===== src/rtl/trackball_pkg.sv =====
// Shared types and helpers for the trackball CLK/DIR pulse generator.
// Quadrature helper is used only when TRACKBALL_QUAD_AB_EN is defined.
package trackball_pkg;

    typedef enum logic [1:0] {
        IDLE,
        SETUP,
        HIGH,
        LOW
    } axis_state_t;

    localparam int unsigned PEND_W_DEF = 10;
    localparam int unsigned DELTA_W    = 8;

    // One Gray-code step: 00->01->11->10 when up, reverse otherwise.
    function automatic logic [1:0] gray_step(input logic [1:0] i_gray, input logic i_up);
        logic [1:0] w_bin;
        w_bin = {i_gray[1], i_gray[1] ^ i_gray[0]};
        w_bin = i_up ? w_bin + 2'd1 : w_bin - 2'd1;
        return {w_bin[1], w_bin[1] ^ w_bin[0]};
    endfunction

endpackage


===== src/rtl/trackball_axis_gen.sv =====
// One axis: signed pending-step accumulator feeding an IDLE/SETUP/HIGH/LOW pulse FSM.
// Build option TRACKBALL_QUAD_AB_EN adds a per-axis quadrature Gray counter.
module trackball_axis_gen
    import trackball_pkg::*;
#(
    parameter int unsigned SETUP_CYC = 8,
    parameter int unsigned HIGH_CYC  = 57,
    parameter int unsigned LOW_CYC   = 57,
    parameter int unsigned PEND_W    = PEND_W_DEF
) (
    input  logic                      GCLK,
    input  logic                      reset_n,
    input  logic                      i_add_en,
    input  logic signed [DELTA_W-1:0] i_delta,
    output logic signed [PEND_W-1:0]  o_pending,
    output logic                      o_clk,
    output logic                      o_dir,
    output logic                      o_busy
`ifdef TRACKBALL_QUAD_AB_EN
    ,
    output logic                      o_quad_a,
    output logic                      o_quad_b
`endif
);

    localparam int unsigned MAX_HL  = (HIGH_CYC > LOW_CYC) ? HIGH_CYC : LOW_CYC;
    localparam int unsigned MAX_CYC = (SETUP_CYC > MAX_HL) ? SETUP_CYC : MAX_HL;
    localparam int unsigned CNT_W   = $clog2(MAX_CYC) + 1;

    localparam logic [CNT_W-1:0] SETUP_LD = CNT_W'(SETUP_CYC - 1);
    localparam logic [CNT_W-1:0] HIGH_LD  = CNT_W'(HIGH_CYC - 1);
    localparam logic [CNT_W-1:0] LOW_LD   = CNT_W'(LOW_CYC - 1);

    axis_state_t              r_state, w_state_nxt;
    logic [CNT_W-1:0]         r_cnt, w_cnt_nxt;
    logic signed [PEND_W-1:0] r_pending, w_pending_nxt;
    logic                     r_clk, r_dir, r_busy;
    logic                     w_dir_nxt, w_enter_high, w_clk_nxt, w_busy_nxt;
    logic                     w_nz, w_pos, w_cnt_done;

    assign w_nz       = (r_pending != '0);
    assign w_pos      = w_nz && !r_pending[PEND_W-1];
    assign w_cnt_done = (r_cnt == '0);

    always_ff @(posedge GCLK or negedge reset_n) begin
        if (!reset_n) begin
            r_state   <= IDLE;
            r_cnt     <= '0;
            r_pending <= '0;
            r_clk     <= 1'b0;
            r_dir     <= 1'b0;
            r_busy    <= 1'b0;
        end else begin
            r_state   <= w_state_nxt;
            r_cnt     <= w_cnt_nxt;
            r_pending <= w_pending_nxt;
            r_clk     <= w_clk_nxt;
            r_dir     <= w_dir_nxt;
            r_busy    <= w_busy_nxt;
        end
    end

    // SETUP and LOW share the exit decision, so a delta that cancels or reverses
    // pending during SETUP is re-evaluated before any pulse is issued.
    always_comb begin
        w_state_nxt  = r_state;
        w_cnt_nxt    = r_cnt;
        w_dir_nxt    = r_dir;
        w_enter_high = 1'b0;
        unique case (r_state)
            IDLE: begin
                if (w_nz) begin
                    w_state_nxt = SETUP;
                    w_dir_nxt   = w_pos;
                    w_cnt_nxt   = SETUP_LD;
                end
            end
            HIGH: begin
                if (w_cnt_done) begin
                    w_state_nxt = LOW;
                    w_cnt_nxt   = LOW_LD;
                end else begin
                    w_cnt_nxt = r_cnt - CNT_W'(1);
                end
            end
            SETUP, LOW: begin
                if (!w_cnt_done) begin
                    w_cnt_nxt = r_cnt - CNT_W'(1);
                end else if (!w_nz) begin
                    w_state_nxt = IDLE;
                end else if (w_pos == r_dir) begin
                    w_state_nxt  = HIGH;
                    w_cnt_nxt    = HIGH_LD;
                    w_enter_high = 1'b1;
                end else begin
                    w_state_nxt = SETUP;
                    w_dir_nxt   = w_pos;
                    w_cnt_nxt   = SETUP_LD;
                end
            end
        endcase
    end

    always_comb begin
        w_pending_nxt = r_pending;
        if (i_add_en) begin
            w_pending_nxt = w_pending_nxt + PEND_W'(i_delta);
        end
        if (w_enter_high) begin
            w_pending_nxt = r_dir ? w_pending_nxt - PEND_W'(1) : w_pending_nxt + PEND_W'(1);
        end
        w_clk_nxt  = (w_state_nxt == HIGH);
        w_busy_nxt = (w_state_nxt != IDLE) || (w_pending_nxt != '0);
    end

    assign o_pending = r_pending;
    assign o_clk     = r_clk;
    assign o_dir     = r_dir;
    assign o_busy    = r_busy;

`ifdef TRACKBALL_QUAD_AB_EN
    logic [1:0] r_quad;

    always_ff @(posedge GCLK or negedge reset_n) begin
        if (!reset_n) begin
            r_quad <= '0;
        end else if (w_enter_high) begin
            r_quad <= gray_step(r_quad, r_dir);
        end
    end

    assign o_quad_a = r_quad[1];
    assign o_quad_b = r_quad[0];
`endif

endmodule


===== src/rtl/trackball_quad_gen.sv =====
// Trackball-side CLK/DIR transmitter: request decode and in_ready, one axis generator per channel.
// Define TRACKBALL_QUAD_AB_EN to add quad_a/quad_b quadrature outputs.
module trackball_quad_gen
    import trackball_pkg::*;
#(
    parameter int unsigned CHANNELS  = 2,
    parameter int unsigned SETUP_CYC = 8,
    parameter int unsigned HIGH_CYC  = 57,
    parameter int unsigned LOW_CYC   = 57,
    parameter int unsigned PEND_W    = PEND_W_DEF,
    localparam int unsigned CH_W     = (CHANNELS > 1) ? $clog2(CHANNELS) : 1
) (
    input  logic                      GCLK,
    input  logic                      reset_n,
    input  logic                      in_valid,
    output logic                      in_ready,
    input  logic [CH_W-1:0]           in_chan,
    input  logic signed [DELTA_W-1:0] in_delta,
    output logic [CHANNELS-1:0]       clk_out,
    output logic [CHANNELS-1:0]       dir_out,
    output logic [CHANNELS-1:0]       busy
`ifdef TRACKBALL_QUAD_AB_EN
    ,
    output logic [CHANNELS-1:0]       quad_a,
    output logic [CHANNELS-1:0]       quad_b
`endif
);

    logic signed [PEND_W-1:0] w_pending [CHANNELS];
    logic signed [PEND_W-1:0] w_sel_pending;
    logic signed [PEND_W:0]   w_sum;
    logic                     w_chan_ok;
    logic                     w_fits;
    logic [CHANNELS-1:0]      w_add_en;

    always_comb begin
        w_sel_pending = '0;
        w_chan_ok     = 1'b0;
        for (int unsigned i = 0; i < CHANNELS; i++) begin
            if (in_chan == CH_W'(i)) begin
                w_sel_pending = w_pending[i];
                w_chan_ok     = 1'b1;
            end
        end
    end

    // One guard bit: the sum fits when the top two bits agree.
    assign w_sum    = (PEND_W + 1)'(w_sel_pending) + (PEND_W + 1)'(in_delta);
    assign w_fits   = (w_sum[PEND_W] == w_sum[PEND_W-1]);
    assign in_ready = !w_chan_ok || w_fits;

    for (genvar g = 0; g < CHANNELS; g++) begin : g_axis
        assign w_add_en[g] = in_valid && in_ready && w_chan_ok && (in_chan == CH_W'(g));

        trackball_axis_gen #(
            .SETUP_CYC(SETUP_CYC),
            .HIGH_CYC (HIGH_CYC),
            .LOW_CYC  (LOW_CYC),
            .PEND_W   (PEND_W)
        ) u_axis (
            .GCLK     (GCLK),
            .reset_n  (reset_n),
            .i_add_en (w_add_en[g]),
            .i_delta  (in_delta),
            .o_pending(w_pending[g]),
            .o_clk    (clk_out[g]),
            .o_dir    (dir_out[g]),
            .o_busy   (busy[g])
`ifdef TRACKBALL_QUAD_AB_EN
            ,
            .o_quad_a (quad_a[g]),
            .o_quad_b (quad_b[g])
`endif
        );
    end

endmodule

===== config.mk =====
export PLATFORM = sky130hd
export DESIGN_NAME = trackball_quad_gen
export DESIGN_NICKNAME = d
export VERILOG_FILES = /design/src/rtl/trackball_pkg.sv /design/src/rtl/trackball_axis_gen.sv /design/src/rtl/trackball_quad_gen.sv
export SDC_FILE = /design/constraint.sdc
export NUM_CORES = 1
export LEC_CHECK = 0
export BUFFER_PORTS_ARGS = -buffer_cell sky130_fd_sc_hd__buf_4
export CORE_ASPECT_RATIO = 1.5
export CORE_MARGIN = 3
export CORE_UTILIZATION = 55
export DETAILED_ROUTE_END_ITERATION = 8
export PLACE_DENSITY = 0.7
export SLEW_MARGIN = 20
export SYNTH_ARGS = -nofsm -noshare
export SYNTH_HDL_FRONTEND = slang
export SYNTH_SLANG_ARGS = --single-unit

===== constraint.sdc =====
create_clock -name GCLK -period 14.5 [get_ports GCLK]
set_clock_uncertainty 0.15 [all_clocks]
set_input_delay 2.9 -clock GCLK [delete_from_list [all_inputs] [get_ports GCLK]]
set_output_delay 2.9 -clock GCLK [all_outputs]
set_load 0.1 [all_outputs]

==> flow_summary.yaml, run 1 <==
worst_setup_path:
  cp_common_cell: "mux2_2"
  path_cells: "buf_4 > mux2_2 > ha_1 > nand4_1 > a2111oi_4 > nor3_2 > a2111oi_4 > mux2_2 > fa_1 > a21o_1 > a21oi_1 > o211ai_1 > a21o_1 > a21oi_1 > xnor2_1 > mux2_2 > or3_1 > or4_1"
  critical_path_class: "in -> reg"
  cp_max_fo: 15
  startpoint: "in_chan"
  r2r_cells: 17
  arrival_ns: 8.20
  worstReg2RegStart: "g_axis[0].u_axis.o_pending[4]$_DFF_PN0_"
  required_ns: 14.53
  critPathCapture: "g_axis[0].u_axis.o_busy$_DFF_PN0_"
  rrSetupSlack_ns: 8.74
  worstReg2RegEnd: "g_axis[0].u_axis.o_busy$_DFF_PN0_"
  worstSetupEndpointType: "register"
  slowest_stage: "a2111oi_4"
  max_stage_delay_ns: 0.85
  cp-start-kind: "input port"
layout:
  area_delta_synth_final_pct: 6.838
  final_core_util_pct: 61.27
  instances_no_fill: 588
  final.fill_count: 663
  diodes: 0
  postLayoutCellArea_um2: 4516
  drive_gt1_share_pct: 12.30
  fin_nets: 549
timing:
  hold_viol: 0
  max_freq_mhz: 122.4
  tns_ns: 0
  setup_violations: 0
  slew_headroom_pct: 41.58
  drv_slew: 0
  period_needed_ns: 8.172
  period_share_pct: 56.36
  worst_pin_slew_ns: 0.8762
  rsz0062_at_grt: "no"
place:
  dp_hpwl_um: 7356
  placedCellCount: 581
  gp_congestion: 0.9183
  numPortBuffers: 18
  dpl_cell_area_um2: 4387
synthesis:
  synth_flop_cell: "dfrtp_1"
  synth-edff-count: 0
  yosysUniqueCellTypes: 61
  yosysMostFrequentCell: "nor2_1"
  synth_cells: 481
  synth_area_leaders: "dfrtp_1, ha_1, mux2_2"
  synth-async-reset-ratio_pct: 100.0
  ys_warn_count: 0
  ys_ff_latch: 44
  avgSynthCellArea_um2: 8.787
  synth_top_area_share_pct: 26.05
  netlist_area_um2: 4227
  ys_seq_area_share_pct: 26.05
  synth_top_area_cell: "dfrtp_1"
  yosys-top-cells-count: "nor2_1, ha_1, dfrtp_1"
  syn_nets: 542
drt:
  drtPass1Iterations: 4
  num_vias: 3569
  drc: 0
  ant_nets: 0
  via_per_inst: 6.070
  finalWirelength_um: 9432
  wire_per_inst_um: 16.04
  drt_first_iter_violations: 184
power:
  vdd_drop_max_uv: 136.6
  p_int_w: 0.0006142
  clkPwrFrac_pct: 9.3
  total_power_w: 0.001207
  switching_share_pct: 49.13
  p_per_area_nw_per_um2: 267.4
  power_frac_comb_pct: 69.8
  p_switching_w: 0.0005931
  p_seq_share_pct: 20.9
  leakage_nw: 1.959
grt:
  antenna_found_initial: 0
  grt_pass1_wl_um: 16970
  grt_max_degree: 45
  overflow: 0
  grt_pass1_vias: 3757
  grt_util_all_layers_pct: 23.79
status:
  outcome: "finished, final reports clean"
clock_network:
  path_clk_slew_ns: 0.08
  cts_tree: "yes"
  h-tree-depth: 2
  clockBufferDepth: 2
  cts_resized: 0
  cts_hold_buf: 0
  cts.sinks: 44
  cts_setup_buffers: 0
  cts_root_buf: "clkbuf_8"
  cts-buffers-inserted: 5
  clock_latency_ns: 0.31
worst_hold_path:
  min_path_type: "reg -> reg"
floorplanning:
  start_util_pct: 57.35
  chipWidth_um: 77.58
  core_region_area_um2: 7370
  ios: 19
  chipHeight_um: 113.4
  rows: 38
  dieArea_um2: 8794
flow_run:
  cap_violations: 0
-- per-layer routing --
metal	track usage, %	wire (um)
met2	44.20	5084
met5	0	0
met3	3.105	185
met4	11.40	325
met1	26.35	3836
-- cell type report --
| type | instances | area [um2] | area share [%] |
|---|---|---|---|
| sequential | 44 | 1101 | 24.38 |
| inverter | 16 | 60.06 | 1.330 |
| tap | 100 | 125.1 | 2.771 |
| clock inverter | 2 | 60.06 | 1.330 |
| multi-input combinational | 403 | 2965 | 65.67 |
| clock buffer | 5 | 68.82 | 1.524 |
| timing repair buffer | 18 | 135.1 | 2.993 |
-- sequential cells by signal, summed over array words and instances (netlist names) --
register	flops
g_axis.u_axis.o_pending	20
g_axis.u_axis.r_cnt	14
g_axis.u_axis.r_state	4
g_axis.u_axis.o_busy	2
g_axis.u_axis.o_clk	2
g_axis.u_axis.o_dir	2
-- power groups by stage --
stage	registers, W	clock network (W)	logic (W)
2_1_floorplan	0.000227	0	0.000702
3_3_place_gp	0.000254	0	0.000816
3_5_place_dp	0.000253	0	0.000837
4_1_cts	0.000252	0.000117	0.000844
5_1_grt	0.000263	0.000120	0.000956
6_report	0.000252	0.000113	0.000843
-- metrics by stage --
step	hold WS, ns	worst slack, ns
4_1_cts	0.3549	6.324
6_report	0.3494	6.328
3_3_place_gp	0.3343	6.144
3_5_place_dp	0.3284	5.999
2_1_floorplan	0.3072	5.648
5_1_grt	0.3766	6.013
-- cells in the final DEF (no fill, tap or decap), types with 14 or more instances in the layout --
master / netlist / layout
nand2_1: 41 / 41
inv_1: 15 / 15
ha_1: 45 / 45
a21o_1: 14 / 14
nor2_1: 48 / 48
dfrtp_1: 44 / 44
a21oi_1: 38 / 38
mux2_2: 21 / 21
o21ai_0: 22 / 22
buf_4: 6 / 18
xnor2_1: 21 / 21
-- cells by family (layout without fill, tap and decap cells) --
kind of cell	Yosys count	in the layout	share of synthesized area, %
DFF	44	44	26.05
xor gates and xnor gates	32	32	6.631
buffers and inverters	34	41	3.789
muxes	35	35	9.177
adders and majority gates	49	49	15.22
AOI/OAI and AO/OA	126	126	20.25
and+or+nand+nor	161	161	18.89
-- worst max-delay path, delay by kind of cell --
kind | cells | cell delay [ns]
mux | 3 | 1.09
compound gates | 7 | 2.10
fa+ha+maj | 2 | 0.75
simple gates | 4 | 1.11
xor+xnor | 1 | 0.08
buf+inv | 1 | 0.19
-- how the worst min path moves through the flow --
stage,startpoint,to,slack (ns),depth (start not counted)
CTS,g_axis[1].u_axis.r_cnt[2]$_DFFE_PN0P_,g_axis[1].u_axis.r_cnt[2]$_DFFE_PN0P_,0.35,2
global placement,g_axis[0].u_axis.r_cnt[2]$_DFFE_PN0P_,g_axis[0].u_axis.r_cnt[2]$_DFFE_PN0P_,0.33,2
finish,g_axis[1].u_axis.r_cnt[2]$_DFFE_PN0P_,g_axis[1].u_axis.r_cnt[2]$_DFFE_PN0P_,0.35,2
detailed placement,g_axis[1].u_axis.r_cnt[2]$_DFFE_PN0P_,g_axis[1].u_axis.r_cnt[2]$_DFFE_PN0P_,0.33,2
floorplan,g_axis[1].u_axis.r_cnt[2]$_DFFE_PN0P_,g_axis[1].u_axis.r_cnt[2]$_DFFE_PN0P_,0.31,2
global route,g_axis[1].u_axis.r_cnt[2]$_DFFE_PN0P_,g_axis[1].u_axis.r_cnt[2]$_DFFE_PN0P_,0.38,2
Note: power is estimated with default switching activity, not from simulation.
==> run 2: changes to the inputs <==
PLACE_DENSITY = 0.73   (was 0.7)
clock period = 7.1 ns   (was 14.5 ns; I/O delays follow)
==> run 2 against run 1 <==
  * Global-route usage down 0.17 points
  * Core utilization down 0.54 points
  * Hold slack improved by 0.0034 ns
  * Highest routed layer unchanged
  * Critical path type unchanged
  * Largest power group unchanged
==> flow_summary.yaml, run 2 (synthesized netlist as in run 1, its figures left out) <==
drt:
  wire_per_inst_um: 15.85
  ant_nets: 0
  via_per_inst: 5.988
  drtPass1Iterations: 4
  drt_first_iter_violations: 172
  drc: 0
  finalWirelength_um: 9333
  num_vias: 3527
worst_setup_path:
  cp.buffers_inverters: 1
  slowest_stage: "a2111oi_4"
  arrival_ns: 6.50
  cp_max_fo: 12
  cp-start-kind: "input port"
  startpoint: "in_chan"
  worstSetupEndpointType: "register"
  worstReg2RegStart: "g_axis[1].u_axis.o_pending[8]$_DFF_PN0_"
  required_ns: 7.12
  path_cells: "buf_4 > mux2_2 > ha_1 > a21oi_1 > o21ai_1 > o31a_1 > a2111oi_4 > mux2_2 > fa_1 > a21o_1 > a21oi_1 > o211ai_1 > a21o_1 > a21oi_1 > xnor2_1 > mux2_2 > or3_1 > or4_1"
  max_stage_delay_ns: 0.56
  critical_path_class: "in -> reg"
  crit_family: "compound AO/OA/AOI/OAI gates"
timing:
  hold_ws_ns: 0.3528
  max_freq_mhz: 154.4
  drv_slew: 0
  period_needed_ns: 6.479
  worst_slack_ns: 0.6213
  worst_pin_slew_ns: 0.8380
  period_share_pct: 91.25
  hold_viol: 0
  tns_ns: 0
  rsz0062_at_grt: "no"
  slew_headroom_pct: 43.93
  setup_violations: 0
layout:
  layout_common_cells: "nor2_1, ha_1, dfrtp_1"
  instances_no_fill: 589
  largest_reg_flops: 20
  area_delta_synth_final_pct: 5.891
  fin_nets: 550
  drive_gt1_share_pct: 12.47
  diodes: 0
  mostFrequentLayoutCell: "nor2_1"
power:
  leakage_nw: 1.940
  vdd_drop_max_uv: 302.1
  p_per_area_nw_per_um2: 534.6
clock_network:
  clockBufferDepth: 2
  cts_hold_buf: 0
  path_clk_slew_ns: 0.08
  clock_latency_ns: 0.30
  cts_setup_buffers: 0
  cts_root_buf: "clkbuf_8"
  cts_resized: 0
  h-tree-depth: 2
  cts-buffers-inserted: 5
  cts.sinks: 44
  cts_tree: "yes"
place:
  dp_hpwl_um: 7356
  dp_worst_setup_slack_ns: 0.3462
  gp_congestion: 0.8759
  placedCellCount: 582
  numPortBuffers: 18
grt:
  grt_util_all_layers_pct: 23.62
  grt_max_degree: 45
  antenna_found_initial: 0
  overflow: 0
  grt_pass1_wl_um: 16820
  grt_pass1_vias: 3702
floorplanning:
  core_region_area_um2: 7370
  chipHeight_um: 113.4
  dieArea_um2: 8794
  rows: 38
  chipWidth_um: 77.58
  ios: 19
  start_util_pct: 57.35
worst_hold_path:
  hold_start: "g_axis[0].u_axis.r_cnt[2]$_DFFE_PN0P_"
  min_path_type: "reg -> reg"
flow_run:
  cap_violations: 0
status:
  outcome: "finished, final reports clean"
## run 2: worst paths after layout
path,endpoint,slack [ns],cells after the start
worst max register to register,g_axis[0].u_axis.o_busy$_DFF_PN0_,1.58,17
worst max-delay path,g_axis[0].u_axis.o_busy$_DFF_PN0_,0.62,18
worst min-delay path,g_axis[0].u_axis.r_cnt[2]$_DFFE_PN0P_,0.35,2
min in group asynchronous,g_axis[1].u_axis.r_cnt[4]$_DFFE_PN0P_,0.96,1
worst min register to register,g_axis[0].u_axis.r_cnt[2]$_DFFE_PN0P_,0.35,2
max in group asynchronous,g_axis[0].u_axis.o_pending[4]$_DFF_PN0_,5.44,1
## run 2: per-layer routing
metal	up-vias	share of wire (%)	track usage [%]
li1	1784	-	-
met1	1675	41	26.29
met2	49	54	44.14
met3	19	1.9	2.946
met4	0	2.9	10.69
met5	-	0	0
## run 2: stage by stage
stage	power (W)	util, %	area, um2
floorplan	0.001896	-	4227
global placement	0.002184	59.63	4394
detailed placement	0.002229	59.63	4394
CTS	0.002397	60.73	4476
global route	0.002657	60.73	4476
finish	0.002393	60.73	4476
## run 2: cell type report
| cell class | instances | area, um2 |
|---|---|---|
| clock buffers | 5 | 68.82 |
| fillers | 672 | 2894 |
| clock inverters | 2 | 12.51 |
| inverters | 16 | 60.06 |
| multi-input cells | 403 | 2965 |
| well taps | 100 | 125.1 |
| repair buffers | 19 | 142.6 |
| flip-flops and latches | 44 | 1101 |
## run 2: worst min-delay path, delay by kind of cell, from the launching register on
kind | cells | cell delay (ns)
and+or+nand+nor | 2 | 0.11
DFF | 1 | 0.36
## run 2: power breakdown
group	internal [W]	switching, W	total [W]
registers	0.000361	0.000151	0.000512
clock network	0.0000668	0.0000883	0.000155
logic	0.000757	0.000968	0.00173
total	0.00118	0.00121	0.00239
==> run 3: changes to the inputs <==
HOLD_SLACK_MARGIN = 0.03   (was not set)
PLACE_DENSITY = 0.77   (was 0.73)
TNS_END_PERCENT = 30   (was not set)
==> run 3 against run 2 <==
  * Sequential power grew 1%
  * Die area unchanged
  * Power rose by 3.1%
  * Non-clock buffer count unchanged
  * Largest power group unchanged
  * Cell count increased by 0.17%
  * Core utilization up 0.46 points
  * Cell area grew 0.75%
  * Largest cell class unchanged
==> flow_summary.yaml, run 3 (synthesized netlist as in run 1, its figures left out) <==
status:
  outcome: "finished, final reports clean"
worst_setup_path:
  required_ns: 7.13
  r2r_cells: 17
  startpoint: "in_chan"
  worstReg2RegEnd: "g_axis[0].u_axis.o_busy$_DFF_PN0_"
  critPathCapture: "g_axis[0].u_axis.o_busy$_DFF_PN0_"
  rrSetupSlack_ns: 1.65
  critical_path_class: "in -> reg"
  cp-start-kind: "input port"
  worstSetupEndpointType: "register"
  worstReg2RegStart: "g_axis[1].u_axis.o_pending[1]$_DFF_PN0_"
  path_cells: "buf_4 > mux2_2 > ha_1 > a21oi_1 > o21ai_1 > o31a_1 > a2111oi_4 > mux2_2 > fa_1 > a21o_1 > a21oi_1 > o211ai_1 > a21o_1 > a21oi_1 > xnor2_1 > mux2_2 > or3_1 > or4_1"
  cp_max_fo: 12
  max_stage_delay_ns: 0.52
  slowest_stage: "a2111oi_4"
  arrival_ns: 6.41
floorplanning:
  ios: 19
  chipWidth_um: 77.58
  start_util_pct: 57.35
  chipHeight_um: 113.4
  core_region_area_um2: 7370
  rows: 38
  dieArea_um2: 8794
timing:
  setup_violations: 0
  period_share_pct: 89.78
  rsz0062_at_grt: "no"
  max_freq_mhz: 156.9
  period_needed_ns: 6.374
  tns_ns: 0
  hold_viol: 0
  drv_slew: 0
  slew_headroom_pct: 43.21
  worst_pin_slew_ns: 0.8518
power:
  p_per_area_nw_per_um2: 546.9
  vdd_drop_max_uv: 336.4
  leakage_nw: 1.955
drt:
  drtPass1Iterations: 4
  num_vias: 3636
  via_per_inst: 6.163
  finalWirelength_um: 9694
  wire_per_inst_um: 16.43
  drt_first_iter_violations: 168
  ant_nets: 0
  drc: 0
grt:
  antenna_found_initial: 0
  grt_pass1_wl_um: 17210
  grt_pass1_vias: 3807
  grt_max_degree: 45
  overflow: 0
  grt_util_all_layers_pct: 23.98
place:
  dp_hpwl_um: 7639
  gp_congestion: 0.8950
  numPortBuffers: 18
worst_hold_path:
  min_path_type: "reg -> reg"
clock_network:
  clockBufferDepth: 2
  cts_setup_buffers: 0
  cts_tree: "yes"
  cts.sinks: 44
  cts-buffers-inserted: 5
  cts_hold_buf: 0
  path_clk_slew_ns: 0.09
  clock_latency_ns: 0.30
  cts_resized: 0
  cts_root_buf: "clkbuf_8"
  h-tree-depth: 2
layout:
  drive_gt1_share_pct: 12.65
  final_core_util_pct: 61.19
  largest_reg_flops: 20
  mostFrequentLayoutCell: "nor2_1"
  diodes: 0
  layout_common_cells: "nor2_1, ha_1, dfrtp_1"
  fin_nets: 550
  area_delta_synth_final_pct: 6.690
flow_run:
  cap_violations: 0
## run 3: cell count changes in the layout (fill, tap and decap cells not counted)
cell       delta
clkinv_2      -1
inv_6         +1
bufinv_16     +1
## run 3: worst min-delay path by stage
stage,start,to,slack (ns),depth (start not counted)
after floorplan,g_axis[1].u_axis.r_cnt[2]$_DFFE_PN0P_,g_axis[1].u_axis.r_cnt[2]$_DFFE_PN0P_,0.31,2
after global placement,g_axis[1].u_axis.r_cnt[2]$_DFFE_PN0P_,g_axis[1].u_axis.r_cnt[2]$_DFFE_PN0P_,0.32,2
after detailed placement,g_axis[1].u_axis.r_cnt[2]$_DFFE_PN0P_,g_axis[1].u_axis.r_cnt[2]$_DFFE_PN0P_,0.33,2
after CTS,g_axis[1].u_axis.r_cnt[2]$_DFFE_PN0P_,g_axis[1].u_axis.r_cnt[2]$_DFFE_PN0P_,0.35,2
after global routing,g_axis[1].u_axis.r_cnt[2]$_DFFE_PN0P_,g_axis[1].u_axis.r_cnt[2]$_DFFE_PN0P_,0.40,2
final,g_axis[1].u_axis.r_cnt[2]$_DFFE_PN0P_,g_axis[1].u_axis.r_cnt[2]$_DFFE_PN0P_,0.35,2
## run 3: layer usage
layer	share of wire, %	GRT usage [%]	up-vias
li1	-	-	1782
met1	39	26.69	1768
met2	54	44.49	54
met3	2.6	3.264	32
met4	3.9	11.16	0
met5	0	0	-
## run 3: worst max-delay path: cells and delay by family
kind | cells | cell delay (ns)
mux | 3 | 1.08
compound gates | 9 | 2.15
simple gates | 2 | 0.75
buf+inv | 1 | 0.19
xor+xnor | 1 | 0.08
fa+ha+maj | 2 | 0.73
## run 3: area by class of cell
type	count	area, um2
Clock inverter	3	46.29
Sequential cell	44	1101
Clock buffer	5	68.82
Timing Repair Buffer	19	142.6
Multi-Input combinational cell	403	2965
Fill cell	667	2860
Tap cell	100	125.1
Inverter	16	60.06
## run 3: power by group
| part | switching [W] | internal [W] |
|---|---|---|
| sequential | 0.000158 | 0.000361 |
| combinational | 0.000990 | 0.000759 |
| clock | 0.0000922 | 0.000106 |
| total | 0.00124 | 0.00123 |
## run 3: per-stage QoR
| step | hold slack [ns] | setup WS, ns | instance area, um2 | power (W) | cells |
|---|---|---|---|---|---|
| floorplan | 0.3072 | 0.7745 | 4227 | 0.001896 | 481 |
| global placement | 0.3247 | 0.4910 | 4394 | 0.002182 | 582 |
| detailed placement | 0.3319 | 0.4248 | 4394 | 0.002251 | 582 |
| CTS | 0.3512 | 0.7531 | 4509 | 0.002464 | 590 |
| global route | 0.3968 | 0.3613 | 4509 | 0.002717 | 590 |
| finish | 0.3463 | 0.7258 | 4509 | 0.002466 | 590 |
